`src/rtl/axi_lite_arbiter_pkg.sv`:
```
// Shared types and AXI response codes for the two-requester AXI4-Lite arbiter.
package axi_lite_arbiter_pkg;

  typedef enum logic [2:0] {
    IDLE    = 3'd0,
    RD_ADDR = 3'd1,
    RD_DATA = 3'd2,
    WR_REQ  = 3'd3,
    WR_RESP = 3'd4,
    DONE    = 3'd5
  } arb_state_e;

  localparam logic [1:0] RESP_OKAY   = 2'b00;
  localparam logic [1:0] RESP_EXOKAY = 2'b01;
  localparam logic [1:0] RESP_SLVERR = 2'b10;
  localparam logic [1:0] RESP_DECERR = 2'b11;

endpackage

```
`src/rtl/axi_lite_rr_pick2.sv`:
```
// Two-way round-robin picker: on contention the requester not served last wins.
module axi_lite_rr_pick2 (
  input  logic [1:0] req_valid,
  input  logic       last_grant,
  output logic       grant,
  output logic       any_valid
);

  assign any_valid = |req_valid;
  assign grant     = (&req_valid) ? ~last_grant : req_valid[1];

endmodule

```
`src/rtl/axi_lite_arbiter.sv`:
```
// Arbitrates a boot loader and a core MMIO port onto one AXI4-Lite master,
// one transaction in flight, with all master outputs driven from registers.
module axi_lite_arbiter
  import axi_lite_arbiter_pkg::*;
#(
  parameter int AXI_ADDRW      = 32,
  parameter int AXI_DATAW      = 32,
  parameter int AXI_DATAW_BYTE = 4
) (
  input  logic                        clk,
  input  logic                        rst,
  input  logic [1:0]                  req_valid,
  input  logic [1:0]                  req_we,
  input  logic [2*AXI_ADDRW-1:0]      req_addr,
  input  logic [2*AXI_DATAW-1:0]      req_wdata,
  input  logic [2*AXI_DATAW_BYTE-1:0] req_wstrb,
  output logic [1:0]                  req_done,
  output logic [AXI_DATAW-1:0]        req_rdata,
  output logic [1:0]                  req_resp,
  output logic [AXI_ADDRW-1:0]        araddr,
  output logic [2:0]                  arprot,
  output logic                        arvalid,
  input  logic                        arready,
  input  logic [AXI_DATAW-1:0]        rdata,
  input  logic [1:0]                  rresp,
  input  logic                        rvalid,
  output logic                        rready,
  output logic [AXI_ADDRW-1:0]        awaddr,
  output logic [2:0]                  awprot,
  output logic                        awvalid,
  input  logic                        awready,
  output logic [AXI_DATAW-1:0]        wdata,
  output logic [AXI_DATAW_BYTE-1:0]   wstrb,
  output logic                        wvalid,
  input  logic                        wready,
  input  logic [1:0]                  bresp,
  input  logic                        bvalid,
  output logic                        bready
);

  arb_state_e state;
  logic       grant_q;
  logic       last_grant;
  logic       pick_grant;
  logic       pick_any;
  logic       wr_complete;

  logic                      sel_we;
  logic [AXI_ADDRW-1:0]      sel_addr;
  logic [AXI_DATAW-1:0]      sel_wdata;
  logic [AXI_DATAW_BYTE-1:0] sel_wstrb;

  assign arprot = 3'b000;
  assign awprot = 3'b000;

  axi_lite_rr_pick2 u_pick (
    .req_valid  (req_valid),
    .last_grant (last_grant),
    .grant      (pick_grant),
    .any_valid  (pick_any)
  );

  assign sel_we    = pick_grant ? req_we[1] : req_we[0];
  assign sel_addr  = pick_grant ? req_addr[2*AXI_ADDRW-1:AXI_ADDRW]
                                : req_addr[AXI_ADDRW-1:0];
  assign sel_wdata = pick_grant ? req_wdata[2*AXI_DATAW-1:AXI_DATAW]
                                : req_wdata[AXI_DATAW-1:0];
  assign sel_wstrb = pick_grant ? req_wstrb[2*AXI_DATAW_BYTE-1:AXI_DATAW_BYTE]
                                : req_wstrb[AXI_DATAW_BYTE-1:0];

  // A channel counts as complete once its valid is already low or handshakes now.
  assign wr_complete = (!awvalid || awready) && (!wvalid || wready);

  always_ff @(posedge clk or negedge rst) begin
    if (!rst) begin
      state      <= IDLE;
      grant_q    <= 1'b0;
      last_grant <= 1'b1;
      araddr     <= '0;
      arvalid    <= 1'b0;
      rready     <= 1'b0;
      awaddr     <= '0;
      awvalid    <= 1'b0;
      wdata      <= '0;
      wstrb      <= '0;
      wvalid     <= 1'b0;
      bready     <= 1'b0;
      req_done   <= 2'b00;
      req_rdata  <= '0;
      req_resp   <= RESP_OKAY;
    end else begin
      case (state)
        IDLE: begin
          if (pick_any) begin
            grant_q <= pick_grant;
            if (sel_we) begin
              awaddr  <= sel_addr;
              wdata   <= sel_wdata;
              wstrb   <= sel_wstrb;
              awvalid <= 1'b1;
              wvalid  <= 1'b1;
              state   <= WR_REQ;
            end else begin
              araddr  <= sel_addr;
              arvalid <= 1'b1;
              state   <= RD_ADDR;
            end
          end
        end
        RD_ADDR: begin
          if (arready) begin
            arvalid <= 1'b0;
            rready  <= 1'b1;
            state   <= RD_DATA;
          end
        end
        RD_DATA: begin
          if (rvalid) begin
            rready    <= 1'b0;
            req_rdata <= rdata;
            req_resp  <= rresp;
            req_done  <= {grant_q, ~grant_q};
            state     <= DONE;
          end
        end
        WR_REQ: begin
          if (awvalid && awready) awvalid <= 1'b0;
          if (wvalid && wready)   wvalid  <= 1'b0;
          if (wr_complete) begin
            bready <= 1'b1;
            state  <= WR_RESP;
          end
        end
        WR_RESP: begin
          if (bvalid) begin
            bready    <= 1'b0;
            req_rdata <= '0;
            req_resp  <= bresp;
            req_done  <= {grant_q, ~grant_q};
            state     <= DONE;
          end
        end
        DONE: begin
          req_done   <= 2'b00;
          req_rdata  <= '0;
          req_resp   <= RESP_OKAY;
          last_grant <= grant_q;
          state      <= IDLE;
        end
        default: state <= IDLE;
      endcase
    end
  end

endmodule

```
`config.mk`:
```
export PLATFORM = sky130hd
export DESIGN_NAME = axi_lite_arbiter
export DESIGN_NICKNAME = d
export VERILOG_FILES = /design/src/rtl/axi_lite_arbiter_pkg.sv /design/src/rtl/axi_lite_rr_pick2.sv /design/src/rtl/axi_lite_arbiter.sv
export SDC_FILE = /design/constraint.sdc
export NUM_CORES = 1
export LEC_CHECK = 0
export CORE_AREA = 4 4 147 121
export DETAILED_ROUTE_END_ITERATION = 16
export DIE_AREA = 0 0 151 125
export PLACE_DENSITY_LB_ADDON = 0.15
export SETUP_SLACK_MARGIN = 0.1
export SLEW_MARGIN = 20
export SYNTH_ARGS = -nofsm -noshare
export SYNTH_HDL_FRONTEND = slang
export SYNTH_SLANG_ARGS = --single-unit
```
`constraint.sdc`:
```
create_clock -name clk -period 2 [get_ports clk]
set_input_delay 0.4 -clock clk [delete_from_list [all_inputs] [get_ports clk]]
set_output_delay 0.4 -clock clk [all_outputs]
set_load 0.005 [all_outputs]
```
======== After elaboration in Yosys (flattened, before gate mapping) ========
Index checks and enable logic that the tools add are counted.
operators by class
  equal/unequal tests ..................... 14
  multiplexer cells ....................... 37
  bitwise operators ....................... 3
  reduce and logical (&&, ||, !) cells .... 25
operator list
  operator                                       count
  two-way mux 32 bit                             4
  one-hot mux 32 bit (3 select lines)            1
  != test 2 bit, second input constant           9
  two-way mux 3 bit                              5
  one-hot mux 3 bit (5 select lines)             1
  AND reduction 3 bit                            5
  two-way mux 1 bit                              13
  one-hot mux 2 bit (3 select lines)             2
  AND reduction 4 bit                            3
  two-way mux 2 bit                              5
  one-hot mux 1 bit (2 select lines)             5
  nonzero test 2 bit                             4
  == test 3 x 2 -> 1 bit, second input constant  2
  == test 3 bit, second input constant           2
  AND reduction 5 bit                            1
  two-way mux 4 bit                              1
  AND reduction 2 bit                            2
  == test 3 x 1 -> 1 bit, second input constant  1
  logical AND 1 bit                              3
  zero test 3 bit                                1
  NOT 1 bit                                      3
  nonzero test 3 bit                             1
  zero test 1 bit                                2
  logical OR 1 bit                               2
  OR reduction 2 bit                             1
word-level totals
  bits in registers ....................... 146
  bits of input ports ..................... 183
  output and inout bits ................... 147

======== Logic depth before layout (Yosys ltp) ========
  depth after elaboration ................. 6
  depth in mapped cells ................... 6

======== By module ========
A second synthesis with hierarchy kept.
second synthesis, totals
  cells, all modules ...................... 487
  area, all modules ....................... 6337.3 µm²
modules (own cells, without submodules)
  module             times used  cells each  area an instance (µm²)  seq. area each (µm²)
  axi_lite_arbiter   1           485         6323.6                  3654.8
  axi_lite_rr_pick2  1           2           13.8                    0.0

======== Least setup slack after synthesis ========
Ideal clock, no wire load.
  path type ............................... input port to flip-flop
  start ................................... input port req_valid[1]
  end ..................................... register awaddr[11]
  setup time .............................. 0.128 ns
  arrival time ............................ 1.661 ns
  setup slack ............................. 0.212 ns
  stages .................................. 4
  cell sequence ........................... a21boi_2 -> clkbuf_1 -> mux2_2 -> mux2_1
between the ends
  longest elaborated chain between the ends .. 4
  elaborated cells between the ends (all ways) .. 6
  classes of those cells .................. 3 x mux; 3 x reduce/logical
RTL lines
  what                           line                     RTL
  start, declared                axi_lite_arbiter.sv:12   input logic [1:0] req_valid,
  AND reduction 2 bit            axi_lite_rr_pick2.sv:10  assign grant = (&req_valid) ? ~last_grant : req_valid[1];
  two-way mux 1 bit              axi_lite_rr_pick2.sv:10
  two-way mux 1 bit              axi_lite_arbiter.sv:63   assign sel_we = pick_grant ? req_we[1] : req_we[0];
  AND reduction 3 bit (no line)  n/a
  end signal, assigned           axi_lite_arbiter.sv:97   awaddr <= sel_addr;
  end, declared                  axi_lite_arbiter.sv:28   output logic [AXI_ADDRW-1:0] awaddr,
Several ways; a longest one is shown, not always the timed one.
A chain may end at the register's enable or synchronous reset.

======== Worst setup path in the final report ========
  start ................................... input port req_valid[1]
  end ..................................... register wdata[21]
between the ends
  longest elaborated chain between the ends .. 4
  elaborated cells between the ends (all ways) .. 6
  classes of those cells .................. 3 x mux; 3 x reduce/logical
RTL lines
  what                           line                     RTL
  AND reduction 2 bit            axi_lite_rr_pick2.sv:10
  two-way mux 1 bit              axi_lite_rr_pick2.sv:10
  two-way mux 1 bit              axi_lite_arbiter.sv:63
  AND reduction 3 bit (no line)  n/a
  end signal, assigned           axi_lite_arbiter.sv:98   wdata <= sel_wdata;
  end, declared                  axi_lite_arbiter.sv:32   output logic [AXI_DATAW-1:0] wdata,
Several ways; a longest one is shown, not always the timed one.

==> impl_metrics.tcl <==
set metrics [dict create \
    netSwitchingFraction 0.288 \
    utilization 0.664 \
    grt_antenna_before_repair 0 \
    r2r_end "wdata[21]" \
    period_share 0.955 \
    cts_setup_buffers 0 \
    first_iter_violations 116 \
    synthTopCellsByArea "dfrtp_1 (55%), mux2_2 (22%), mux2_4 (6.6%)" \
    status "complete, no violations" \
    p_comb_frac 0.454 \
    hp-class "flop to flop" \
    async_flop_share 1.00 \
    rrSetupSlack_ns 0.16 \
    setup_ws_ns 0.0894 \
    placed_area_um2 10200 \
    ir_drop_uv 680 \
    yosysTopAreaCell "dfrtp_1" \
    maxCapViolCount 0 \
    final_cell_area_um2 10800 \
    syn_area_um2 6590 \
    yosysUniqueCellTypes 36 \
    p_seq_frac 0.343 \
    drt-total-wl_um 19500 \
    num_rows 42 \
    worstRegToRegCells 5 \
    internal_power_uw 10900 \
    pre_cts_ws_ns -0.357 \
    grt_pass1_wl_um 30200 \
    grt_overflow 0 \
    cts-buffers-inserted 17 \
    hp-start "req_resp[1]" \
    drtPass1Iterations 5 \
    hold_end "req_resp[1]" \
    place.gp.congestion 0.775 \
    max_freq_mhz 523 \
    num_antenna_cells 0 \
    drc 0 \
    holdWs_ns 0.478 \
    required_ns 2.29 \
    die_h_um 125 \
    via_per_inst 4.94 \
    path_clk_slew_ns 0.06 \
    hpwl_um 14800 \
    layout-drive-gt1-share 0.276 \
    cts_buffer_depth 2 \
    setup_violations 0 \
    power.density_nw_per_um2 1420 \
    path_max_fanout 27 \
    critPathKind "primary input to flop" \
    cp-end-kind "flop" \
    hold_viol 0 \
    boundaryPins 330 \
    io_buffers 323 \
    cts_tree "done" \
    die_w_um 151 \
    worst_path_max_delay_cell "clkdlybuf4s50_1" \
    seq_area_frac_synth 0.555 \
    start_util 0.405 \
    p_leak_uw 0.00453 \
    finalClockSkew_ns 0.00785 \
    wl_per_cell_um 19.2 \
    r2r-start "state[1]" \
    syn_to_final_growth_pct 64.1 \
    via_count 5006 \
    cts_htree_levels 4 \
    rsz0062_at_grt "true" \
    root_buffer "clkbuf_16" \
    p_clk_frac 0.203 \
    start_kind "primary input" \
    filler_cell_count 1200 \
    slowest_delay_ns 0.51 \
    core_um2 16300 \
    worst-path-buf-inv 3 \
    cp_top_family "buffers and inverters" \
    synth_top_area_share 0.551 \
    slew-limit-headroom 0.649 \
    cts_sinks 146 \
    grt_pass1_vias 5530 \
    synth-edff-count 0 \
    worstMarginPinSlew_ns 0.525 \
    synth-warning-count 0 \
    synthTopCellsByCount "dfrtp_1 (145), mux2_2 (129), a32o_1 (32)" \
    p_sw_uw 4410 \
    syn_inst 448 \
    grt_usage 0.206 \
    nets 963 \
    crit_chain "clkdlybuf4s50_1 > a21boi_4 > mux2i_1 > buf_4 > nor2_4 > buf_12 > mux2_2" \
    whs_path_depth 2 \
    clk_latency_ns 0.41 \
    floorplan.die_area_um2 18900 \
    grt_max_degree 53 \
    maxSlewViolCount 0 \
    critPathArrivalTime_ns 2.20 \
    ant_nets 0 \
    synthFlopType "dfrtp_1" \
    yosys.cell_count.top_type "dfrtp_1" \
    syn_area_per_cell_um2 14.7 \
    period_needed_ns 1.91 \
    ys_ff_latch 146 \
]
## through the flow
step           power [µW]  setup TNS [ns]  cells
2_1_floorplan        8080               0    453
3_3_place_gp        12100          -28.72    980
5_1_grt             16200               0   1013
6_report            15300               0   1013
3_5_place_dp        12300          -30.11    980
4_1_cts             15500               0   1013
## tightest hold or removal path, cell delays in order, from the launching register on
cell and delay, ns:
dfrtp_1 0.34, nand2_1 0.04, o21ai_0 0.06
## power by group through the flow
stage	clock (µW)	combinational, µW	sequential [µW]
2_1_floorplan	0	2790	5290
3_3_place_gp	0	6870	5210
3_5_place_dp	0	7010	5280
4_1_cts	3190	7040	5270
5_1_grt	3320	7440	5440
6_report	3110	6940	5250
## logic make-up after synthesis
kind of cell | count (synthesis) | synth area share
other | 1 | 0.000569
flip-flops | 146 | 0.555
buffers and inverters | 43 | 0.0365
AND/OR/NAND/NOR | 31 | 0.0281
multiplexers | 171 | 0.308
AO/OA/AOI/OAI | 56 | 0.0720
## area by class of cell
class,instances,area (µm²),area share
Inverter,4,15.0,0.00139
Clock buffer,20,447,0.0413
Multi-Input combinational cell,264,2740,0.253
Clock inverter,12,134,0.0124
Tap cell,220,275,0.0255
Timing Repair Buffer,347,3550,0.328
Sequential cell,146,3650,0.338
## repair_timing
item	4_1_cts	5_1_grt
endpoints found under the hold margin	49	0
pin swaps	0	0
endpoints found under the setup margin	3	69
cloned	0	0
gates resized for setup	1	1
hold buffers	1	0
## placed cells by master, fill, tap and decap left out, types with 6 or more instances in the layout
cell / netlist / final
mux2_2: 129 / 129
conb_1: 1 / 6
a32o_1: 32 / 32
dfrtp_1: 145 / 145
nor2_1: 6 / 6
mux2_4: 29 / 29
nand2_1: 7 / 7
buf_12: 0 / 10
clkdlybuf4s50_1: 0 / 322
clkbuf_16: 0 / 17
a21oi_1: 8 / 8
buf_4: 13 / 11
mux2_1: 11 / 11
## flip-flops by register name (all words and copies together), names as in the netlist, 2 cells and up
| register | flops |
|---|---|
| req_done | 2 |
| state | 3 |
| wstrb | 4 |
| awaddr | 32 |
| araddr | 32 |
| wdata | 32 |
| req_rdata | 32 |
| req_resp | 2 |
## how the worst max path moves through the flow
stage | startpoint | to | slack (ns) | cells past startpoint
floorplan | req_valid[1] | awaddr[11] | 0.21 | 4
global placement | req_valid[1] | awaddr[10] | -0.30 | 7
detailed placement | req_valid[1] | awaddr[1] | -0.36 | 6
CTS | req_valid[1] | wdata[21] | 0.10 | 7
global route | req_valid[1] | wdata[21] | 0.02 | 7
finish | req_valid[1] | wdata[21] | 0.09 | 7
## routing by layer
layer	GRT usage	wire length, µm	vias up
li1	-	-	2305
met2	0.359	9880	207
met4	0.0682	374	0
met1	0.232	7340	2468
met3	0.0774	1870	26
met5	0	0	-
Power figures use the tool's default switching activity.
